===== src/rtl/zxuno_regbus_pkg.sv =====
// rtl/zxuno_regbus_pkg.sv - shared constants and types for the ZX-UNO register bus
// Contents:
//   port addresses of the register-select and register-data ports,
//   well-known register numbers, the idle bus byte, sequencer state enum.
package zxuno_regbus_pkg;

  localparam logic [15:0] ZXUNO_ADDR_PORT = 16'hFC3B;
  localparam logic [15:0] ZXUNO_DATA_PORT = 16'hFD3B;

  localparam logic [7:0] REG_MASTERCONF  = 8'h00;
  localparam logic [7:0] REG_SCANDBLCTRL = 8'h0B;
  localparam logic [7:0] REG_COREID      = 8'hFF;

  // Byte the CPU sees when nobody drives the data bus.
  localparam logic [7:0] REGBUS_IDLE_BYTE = 8'hFF;

  typedef enum logic [1:0] {
    IDLE  = 2'd0,
    QUAL  = 2'd1,
    DO_WR = 2'd2,
    HOLD  = 2'd3
  } regbus_state_e;

  typedef enum logic {
    PORT_ADDR = 1'b0,
    PORT_DATA = 1'b1
  } regbus_port_e;

endpackage


===== src/rtl/zxuno_rdmux.sv =====
// rtl/zxuno_rdmux.sv - priority read mux and claim counter for peripheral read responses
// Ports:
//   dev_dout    in  8*NDEV  device read data, device i at [8i+7:8i]
//   dev_oe_n    in  NDEV    device read enables, active low
//   sel_byte    out 8       data of the lowest-index claiming device
//   any_claim   out 1       at least one device claims the read
//   multi_claim out 1       two or more devices claim the read
module zxuno_rdmux
  import zxuno_regbus_pkg::*;
#(
  parameter int NDEV = 4
) (
  input  logic [8*NDEV-1:0] dev_dout,
  input  logic [NDEV-1:0]   dev_oe_n,
  output logic [7:0]        sel_byte,
  output logic              any_claim,
  output logic              multi_claim
);

  // NDEV is at most 8, so four bits hold the claim count.
  logic [3:0] claims;

  // Scan from the top index down so the lowest claiming index is the last
  // assignment and therefore wins.
  always_comb begin
    sel_byte = REGBUS_IDLE_BYTE;
    claims   = 4'd0;
    for (int i = NDEV - 1; i >= 0; i--) begin
      if (!dev_oe_n[i]) begin
        sel_byte = dev_dout[8*i +: 8];
        claims   = claims + 4'd1;
      end
    end
  end

  assign any_claim   = (claims != 4'd0);
  assign multi_claim = (claims > 4'd1);

endmodule


===== src/rtl/zxuno_regport_ctrl.sv =====
// rtl/zxuno_regport_ctrl.sv - ZX-UNO register bus sequencer and CPU read arbiter
// Ports:
//   clk, rst            clock, asynchronous active-high reset
//   a, iorq_n, rd_n,
//   wr_n, din           Z80 I/O cycle inputs
//   dout, oe_n          CPU read data and its active-low valid
//   zxuno_addr          selected register number
//   zxuno_regrd         level, data-port read in progress
//   zxuno_regwr         one-cycle data-port write strobe
//   regaddr_changed     one-cycle pulse on every register-select write
//   dev_dout, dev_oe_n  peripheral read responses
//   rd_conflict         sticky, more than one device claimed a read
module zxuno_regport_ctrl
  import zxuno_regbus_pkg::*;
#(
  parameter logic [15:0] ADDR_PORT = ZXUNO_ADDR_PORT,
  parameter logic [15:0] DATA_PORT = ZXUNO_DATA_PORT,
  parameter int          NDEV      = 4,
  parameter logic [7:0]  IDLE_BYTE = REGBUS_IDLE_BYTE
) (
  input  logic              clk,
  input  logic              rst,
  input  logic [15:0]       a,
  input  logic              iorq_n,
  input  logic              rd_n,
  input  logic              wr_n,
  input  logic [7:0]        din,
  output logic [7:0]        dout,
  output logic              oe_n,
  output logic [7:0]        zxuno_addr,
  output logic              zxuno_regrd,
  output logic              zxuno_regwr,
  output logic              regaddr_changed,
  input  logic [8*NDEV-1:0] dev_dout,
  input  logic [NDEV-1:0]   dev_oe_n,
  output logic              rd_conflict
);

  logic io_rd, io_wr, rd_dec, hit_a, hit_d, port_match;

  regbus_state_e state_q, state_d;
  regbus_port_e  port_q, port_d;

  logic [7:0] addr_q, addr_d;
  logic       regrd_q, regrd_d;
  logic       regwr_q, regwr_d;
  logic       chg_q, chg_d;
  logic       conflict_q, conflict_d;

  logic [7:0] mux_byte;
  logic       any_claim, multi_claim;
  logic       rd_sel;

  assign io_rd = ~iorq_n & ~rd_n;
  assign io_wr = ~iorq_n & ~wr_n;
  // A cycle with both strobes low is a write; the read side stays quiet.
  assign rd_dec = io_rd & ~io_wr;
  assign hit_a  = (a == ADDR_PORT);
  assign hit_d  = (a == DATA_PORT);

  // The write must still target the port latched in IDLE to qualify.
  assign port_match = (port_q == PORT_DATA) ? hit_d : hit_a;

  zxuno_rdmux #(
    .NDEV(NDEV)
  ) u_rdmux (
    .dev_dout   (dev_dout),
    .dev_oe_n   (dev_oe_n),
    .sel_byte   (mux_byte),
    .any_claim  (any_claim),
    .multi_claim(multi_claim)
  );

  // State register
  always_ff @(posedge clk or posedge rst) begin
    if (rst) begin
      state_q <= IDLE;
      port_q  <= PORT_ADDR;
    end else begin
      state_q <= state_d;
      port_q  <= port_d;
    end
  end

  // Next-state logic
  always_comb begin
    state_d = state_q;
    port_d  = port_q;
    case (state_q)
      IDLE: begin
        if (io_wr && (hit_a || hit_d)) begin
          state_d = QUAL;
          port_d  = hit_d ? PORT_DATA : PORT_ADDR;
        end else if (rd_dec && hit_d) begin
          state_d = HOLD;
        end
      end
      QUAL: begin
        if (io_wr && port_match) state_d = DO_WR;
        else                     state_d = IDLE;
      end
      DO_WR: state_d = HOLD;
      HOLD: begin
        // Wait out the rest of the CPU cycle so a long cycle strobes once.
        if (!(io_rd || io_wr)) state_d = IDLE;
      end
      default: state_d = IDLE;
    endcase
  end

  // Output logic
  always_comb begin
    regrd_d    = ((state_q == IDLE) && (state_d == HOLD)) ||
                 ((state_q == HOLD) && (state_d == HOLD) && regrd_q);
    regwr_d    = (state_q == DO_WR) && (port_q == PORT_DATA);
    chg_d      = (state_q == DO_WR) && (port_q == PORT_ADDR);
    addr_d     = chg_d ? din : addr_q;
    conflict_d = conflict_q | (rd_dec & hit_d & multi_claim);
  end

  always_ff @(posedge clk or posedge rst) begin
    if (rst) begin
      addr_q     <= 8'h00;
      regrd_q    <= 1'b0;
      regwr_q    <= 1'b0;
      chg_q      <= 1'b0;
      conflict_q <= 1'b0;
    end else begin
      addr_q     <= addr_d;
      regrd_q    <= regrd_d;
      regwr_q    <= regwr_d;
      chg_q      <= chg_d;
      conflict_q <= conflict_d;
    end
  end

  // Combinational read path; held off while in reset so the bus stays idle.
  assign rd_sel = rd_dec & (hit_a | hit_d) & ~rst;

  always_comb begin
    oe_n = ~rd_sel;
    dout = IDLE_BYTE;
    if (rd_sel) begin
      if (hit_a)          dout = addr_q;
      else if (any_claim) dout = mux_byte;
      else                dout = IDLE_BYTE;
    end
  end

  assign zxuno_addr      = addr_q;
  assign zxuno_regrd     = regrd_q;
  assign zxuno_regwr     = regwr_q;
  assign regaddr_changed = chg_q;
  assign rd_conflict     = conflict_q;

endmodule


===== config.mk =====
export PLATFORM = sky130hd
export DESIGN_NAME = zxuno_regport_ctrl
export DESIGN_NICKNAME = d
export VERILOG_FILES = /design/src/rtl/zxuno_regbus_pkg.sv /design/src/rtl/zxuno_rdmux.sv /design/src/rtl/zxuno_regport_ctrl.sv
export SDC_FILE = /design/constraint.sdc
export NUM_CORES = 1
export LEC_CHECK = 0
export CORE_MARGIN = 3
export CORE_UTILIZATION = 36
export DETAILED_ROUTE_END_ITERATION = 16
export GPL_TIMING_DRIVEN = 1
export PLACE_DENSITY_LB_ADDON = 0.25
export SLEW_MARGIN = 20
export SYNTH_ARGS = -nofsm -noshare
export SYNTH_HDL_FRONTEND = slang
export SYNTH_SLANG_ARGS = --single-unit

===== constraint.sdc =====
create_clock -name clk -period 7 [get_ports clk]
set_clock_uncertainty 0.05 [all_clocks]
set_input_delay 2.1 -clock clk [delete_from_list [all_inputs] [get_ports clk]]
set_output_delay 2.1 -clock clk [all_outputs]
set_load 0.03 [all_outputs]

==> flow_metrics.py, run 1 <==
metrics = {
    "drt": {
        "drcViolationCount": 0,
        "drtIter0Drc": 53,
        "ant_nets": 0,
        "drt_pass1_iterations": 5,
        "viasPerCell": 5.42,
        "wl_per_cell_um": 14.5,
        "vias": 1323,
        "finalWirelength_mm": 3.54,
    },
    "cells_and_area": {
        "drive_above_1_share_pct": 11.7,
        "fill_cells": 231,
        "multi_input_area_um2": 676,
        "fin_nets": 282,
        "antenna_cells": 0,
        "seq_area_um2": 375,
        "fin_cells": 244,
        "area_delta_synth_final_pct": 81.0,
    },
    "clock_tree": {
        "cts.reportedPaths.clkPinSlew_ns": 0.09,
        "ctsHoldBuffers": 0,
        "cts_root_buf": "clkbuf_4",
        "clock_path_buffers": 2,
        "cts_tree": "built",
        "clkLatencyLatePin_ns": 0.28,
        "cts_buffers": 3,
        "cts.htree.levels": 1,
        "post_cts_resized": 0,
        "clock_sinks": 15,
        "post_cts_buffers": 0,
    },
    "global_routing": {
        "grt_pass1_vias": 1274,
        "grt_usage_pct": 19.1,
        "antenna_found_initial": 0,
        "grt_max_degree": 16,
        "grt_overflow_total": 0,
        "grt_pass1_wl_mm": 5.38,
    },
    "hold_path": {
        "hold_class": "flop to flop",
        "worstHoldStart": "rd_conflict",
        "holdPathEnd": "rd_conflict",
        "hold_depth": 2,
    },
    "floorplanning": {
        "dieArea_um2": 3750,
        "coreArea_um2": 2830,
        "die_w_um": 61.2,
        "ios": 86,
        "initial_core_util_pct": 38.8,
        "rows": 19,
        "die_h_um": 61.2,
    },
    "placed_design": {
        "place.gp.congestion": 0.846,
        "placedCellCount": 240,
        "hpwl_mm": 3.09,
        "port-buffer-count": 85,
    },
    "yosys": {
        "yosys.area.top_type": "dfrtp_1",
        "syn_avg_cell_area_um2": 8.51,
        "netlist_area_um2": 1100,
        "synthArstFlopShare_pct": 100,
        "seq_area_frac_synth_pct": 34.2,
        "ys_types": 31,
        "synth_edf_count": 0,
        "synthTopCellsByArea": "dfrtp_1 34%, o22ai_1 9.1%, mux2_2 8.2%, o21ai_0 5.9%, nor2b_1 5.1%",
        "yosys.area.top_type_share_pct": 34.2,
        "synthCells": 129,
        "synthTopCellsByCount": "16 x o22ai_1, 15 x dfrtp_1, 13 x o21ai_0",
        "synth_warnings": 0,
        "syn-num-nets": 197,
        "ys.flop_type": "dfrtp_1",
        "synth_most_common_cell": "o22ai_1",
        "ys_ff_latch": 15,
    },
    "worst_setup_path": {
        "reg2reg_slack_ns": 5.40,
        "start_kind": "primary input",
        "reg2reg_from": "state_q[0]",
        "r2r-end": "port_q",
        "crit_type": "primary input to primary output",
        "cp.required_ns": 4.85,
        "end_kind": "primary output",
        "reg2regPathDepth": 4,
        "crit_arrival_ns": 4.54,
        "crit_fanout": 8,
    },
    "timing": {
        "fin_crit_sh_pct": 95.6,
        "setup_tns_ns": 0,
        "finalSetupViolCount": 0,
        "finalMaxSlewViolations": 0,
        "timing.slew.headroom_pct": 55.9,
        "rsz0062_at_grt": "false",
        "worst_pin_slew_ns": 0.658,
        "period_needed_ns": 6.69,
        "max_freq_mhz": 149,
        "hold_viol": 0,
    },
    "job": {
        "cap_viol_max_count": 0,
    },
    "pwr": {
        "leakagePower_nw": 0.803,
        "clkPwrFrac_pct": 22.9,
        "p_switching_mw": 0.0524,
        "ir_worst_vdd_uv": 68.1,
        "swShare_pct": 25.5,
        "seqPwrFrac_pct": 42.2,
        "p_int_mw": 0.153,
        "comb_power_share_pct": 34.9,
        "power.density_nw_per_um2": 104,
    },
    "run_status": {
        "outcome": "completed",
    },
}
metal layers:
| metal | vias to the layer above | global-route usage (%) | routed length, µm |
|---|---|---|---|
| met3 | 4 | 3.35 | 253 |
| li1 | 647 | - | - |
| met5 | - | 0 | 0 |
| met1 | 605 | 21.1 | 1260 |
| met4 | 0 | 3.72 | 26 |
| met2 | 67 | 37.6 | 1990 |
critical path, cell delays in order:
cell and delay (ns):
clkdlybuf4s50_1 0.50, inv_1 0.05, ha_1 0.31, xnor2_1 0.38, ha_1 0.32, nor3_1 0.18
nand2_1 0.11, o311ai_4 0.16, o22ai_1 0.16, nand2_1 0.11, buf_4 0.16
flip-flops by register name, summed over array words and instances (netlist names):
| name | flops |
|---|---|
| rd_conflict | 1 |
| zxuno_addr | 8 |
| zxuno_regrd | 1 |
| regaddr_changed | 1 |
| state_q | 2 |
| port_q | 1 |
| zxuno_regwr | 1 |
worst max path at each step:
stage | from | to | slack (ns)
after floorplan | dev_oe_n[2] | dout[0] | 0.68
after global placement | dev_oe_n[2] | dout[1] | 0.42
after detailed placement | dev_oe_n[3] | dout[4] | 0.32
after CTS | dev_oe_n[3] | dout[4] | 0.31
after global routing | dev_oe_n[3] | dout[3] | 0.13
final | dev_oe_n[3] | dout[3] | 0.31
cell usage in the layout (no fill, tap or decap), types with 2 or more instances in the layout:
master           count
inv_1                6
clkbuf_4             3
nand3_1              3
ha_1                 3
o21ai_0             13
and4bb_1             2
nor2_1               5
nand2_1             12
nor3_1               2
clkdlybuf4s50_1     77
nand4_1              3
o22ai_1             16
xnor2_1              3
mux2_2               8
dfrtp_1             15
buf_4               10
a21oi_1              9
nor2b_1              9
layout make-up:
class	count	share of cell area [%]
clock inverters	1	0.252
clock buffers	3	1.13
inverters	6	1.13
flip-flops and latches	15	18.9
repair buffers	87	42.6
well taps	31	1.95
multi-input cells	101	34.0
cell families (layout without fill, tap and decap cells):
| family | count (synthesis) | in the layout | share of synthesized area [%] |
|---|---|---|---|
| compound gates | 44 | 44 | 24.7 |
| simple gates | 42 | 42 | 21.3 |
| flops | 15 | 15 | 34.2 |
| buf+inv | 13 | 97 | 4.67 |
| mux | 9 | 9 | 9.24 |
| fa+ha+maj | 3 | 3 | 3.42 |
| xor+xnor | 3 | 3 | 2.39 |
power groups by stage:
| stage | logic (mW) | registers [mW] | clock network (mW) |
|---|---|---|---|
| 2_1_floorplan | 0.0289 | 0.0887 | 0 |
| 3_3_place_gp | 0.0690 | 0.0885 | 0 |
| 3_5_place_dp | 0.0716 | 0.0885 | 0 |
| 4_1_cts | 0.0718 | 0.0868 | 0.0491 |
| 5_1_grt | 0.0776 | 0.0868 | 0.0524 |
| 6_report | 0.0718 | 0.0868 | 0.0470 |
through the flow:
stage               instance area, µm²  utilization [%]  hold slack (ns)  setup WS, ns  total power, mW
floorplan                         1100                -            0.437         0.682            0.118
detailed placement                1960             69.2            0.432         0.318            0.160
global route                      1990             70.2            0.505         0.126            0.217
CTS                               1990             70.2            0.453         0.307            0.208
global placement                  1950             69.0            0.416         0.423            0.158
finish                            1990             70.2            0.445         0.305            0.206
Power figures use the tool's default switching activity.
==> run 2, diff against run 1 <==
--- a/config.mk
+++ b/config.mk
@@ -5,8 +5,10 @@
 export SDC_FILE = /design/constraint.sdc
 export NUM_CORES = 1
 export LEC_CHECK = 0
+export CELL_PAD_IN_SITES_DETAIL_PLACEMENT = 0
+export CELL_PAD_IN_SITES_GLOBAL_PLACEMENT = 1
 export CORE_MARGIN = 3
-export CORE_UTILIZATION = 36
+export CORE_UTILIZATION = 24
 export DETAILED_ROUTE_END_ITERATION = 16
 export GPL_TIMING_DRIVEN = 1
 export PLACE_DENSITY_LB_ADDON = 0.25
==> run 2 against run 1 <==
  * Die area grew 45%
  * Non-clock buffer count is 1 higher
  * Largest power group unchanged
  * Hold slack worse by 0.021 ns
  * Final area rose by 2.3%
  * Sequential share of layout area fell by 0.42 points
  * Combinational power decreased by 1%
  * Largest cell class unchanged
==> flow_metrics.py, run 2 (synthesis results as in run 1) <==
metrics = {
    "run_status": {
        "outcome": "completed",
    },
    "timing": {
        "max_freq_mhz": 151,
        "worst_pin_slew_ns": 0.620,
        "finalMaxSlewViolations": 0,
        "hold_viol": 0,
        "finalSetupViolCount": 0,
        "rsz0062_at_grt": "false",
        "period_needed_ns": 6.64,
        "setup_tns_ns": 0,
        "fin_crit_sh_pct": 94.8,
        "timing.slew.headroom_pct": 58.6,
    },
    "clock_tree": {
        "cts.reportedPaths.clkPinSlew_ns": 0.06,
        "clock_path_buffers": 2,
        "cts_tree": "built",
        "clkLatencyLatePin_ns": 0.24,
        "post_cts_buffers": 0,
        "cts_buffers": 3,
        "cts_root_buf": "clkbuf_8",
        "cts.htree.levels": 1,
        "clock_sinks": 15,
        "ctsHoldBuffers": 0,
        "post_cts_resized": 0,
    },
    "global_routing": {
        "grt_pass1_vias": 1263,
        "antenna_found_initial": 0,
        "grt_usage_pct": 13.7,
        "grt_max_degree": 16,
        "grt_pass1_wl_mm": 5.79,
        "grt_overflow_total": 0,
    },
    "pwr": {
        "p_switching_mw": 0.0557,
        "ir_worst_vdd_uv": 54.7,
        "seqPwrFrac_pct": 38.3,
        "power_mw": 0.227,
        "leakagePower_nw": 0.811,
        "power.density_nw_per_um2": 112,
        "swShare_pct": 24.5,
        "p_int_mw": 0.171,
        "clkPwrFrac_pct": 30.4,
        "comb_power_share_pct": 31.3,
    },
    "floorplanning": {
        "initial_core_util_pct": 26.1,
        "coreArea_um2": 4200,
        "rows": 23,
        "die_h_um": 73.6,
        "die_w_um": 73.6,
        "ios": 86,
        "dieArea_um2": 5420,
    },
    "worst_setup_path": {
        "crit_buf_inv": 3,
        "cpLargestDelayFamily": "buffers and inverters",
        "cp.required_ns": 4.85,
        "reg2reg_slack_ns": 5.39,
        "crit_arrival_ns": 4.49,
        "end_kind": "primary output",
        "crit_fanout": 8,
        "reg2reg_from": "port_q",
        "crit_path_cell_trace": "clkdlybuf4s50_1, inv_1, ha_1, xnor2_1, ha_1, nor3_1, nand2_1, o311ai_4, o22ai_1, nand2_1, buf_4",
        "crit_type": "primary input to primary output",
        "cp_slowest_stage_delay_ns": 0.49,
        "start_kind": "primary input",
        "r2r-end": "zxuno_addr[2]",
        "crit_cells": 11,
        "cp_slowest_cell": "clkdlybuf4s50_1",
        "reg2regPathDepth": 3,
    },
    "cells_and_area": {
        "layout_commonest_cell": "clkdlybuf4s50_1",
        "antenna_cells": 0,
        "fin_nets": 283,
        "drive_above_1_share_pct": 11.7,
        "fill_cells": 412,
        "largest_reg_flops": 8,
        "layout_common_cells": "77 x clkdlybuf4s50_1, 16 x o22ai_1, 15 x dfrtp_1",
        "area_delta_synth_final_pct": 85.1,
    },
    "hold_path": {
        "holdPathEnd": "rd_conflict",
        "hold_class": "flop to flop",
        "hold_depth": 2,
        "worstHoldStart": "rd_conflict",
    },
    "drt": {
        "vias": 1292,
        "drtIter0Drc": 27,
        "viasPerCell": 4.89,
        "drt_pass1_iterations": 4,
        "ant_nets": 0,
        "wl_per_cell_um": 14.6,
        "finalWirelength_mm": 3.86,
        "drcViolationCount": 0,
    },
    "placed_design": {
        "port-buffer-count": 85,
        "place.gp.congestion": 0.755,
        "hpwl_mm": 3.30,
    },
    "job": {
        "cap_viol_max_count": 0,
    },
}
run 2: cell count changes in the layout (fill, tap and decap cells not counted), sizes merged:
| cell | before | now |
|---|---|---|
| buf | 10 | 11 |
run 2: layout make-up:
class / count / area (µm²) / share of cell area [%]
timing repair buffer: 88 / 853 / 42.0
clock inverter: 1 / 5.00 / 0.246
tap: 50 / 62.6 / 3.08
clock buffer: 3 / 41.3 / 2.03
multi-input combinational: 101 / 671 / 33.0
inverter: 6 / 22.5 / 1.11
sequential: 15 / 375 / 18.5
run 2: through the flow:
| step | std cells | cell area (µm²) | util (%) | hold WS [ns] | setup slack, ns |
|---|---|---|---|---|---|
| floorplan | 129 | 1100 | - | 0.437 | 0.682 |
| global placement | 260 | 1980 | 47.2 | 0.415 | 0.408 |
| detailed placement | 260 | 1980 | 47.2 | 0.415 | 0.349 |
| CTS | 264 | 2030 | 48.3 | 0.439 | 0.351 |
| global route | 264 | 2030 | 48.3 | 0.459 | 0.163 |
| finish | 264 | 2030 | 48.3 | 0.424 | 0.361 |
run 2: per-layer routing:
layer	global-route usage, %	up-vias	wire length, µm
met5	0	-	0
met4	3.62	0	28
met3	2.46	2	190
met2	23.9	41	2050
met1	17.1	604	1590
li1	-	645	-
run 2: worst min-delay path, stage by stage (launching register included):
cell and delay [ns]:
dfrtp_1 0.35, inv_1 0.04, o41ai_1 0.05
run 2: how the worst max path moves through the flow:
stage / start / end / slack [ns]
2_1_floorplan: dev_oe_n[2] / dout[0] / 0.68
3_3_place_gp: dev_oe_n[3] / dout[5] / 0.41
3_5_place_dp: dev_oe_n[3] / dout[1] / 0.35
4_1_cts: dev_oe_n[3] / dout[1] / 0.35
5_1_grt: dev_oe_n[3] / dout[4] / 0.16
6_report: dev_oe_n[3] / dout[1] / 0.36
run 2: power by group through the flow:
| stage | clock (mW) | sequential [mW] | combinational, mW |
|---|---|---|---|
| global placement | 0 | 0.0885 | 0.0704 |
| global route | 0.0754 | 0.0869 | 0.0773 |
| floorplan | 0 | 0.0887 | 0.0289 |
| finish | 0.0691 | 0.0870 | 0.0710 |
| CTS | 0.0716 | 0.0869 | 0.0714 |
| detailed placement | 0 | 0.0885 | 0.0711 |
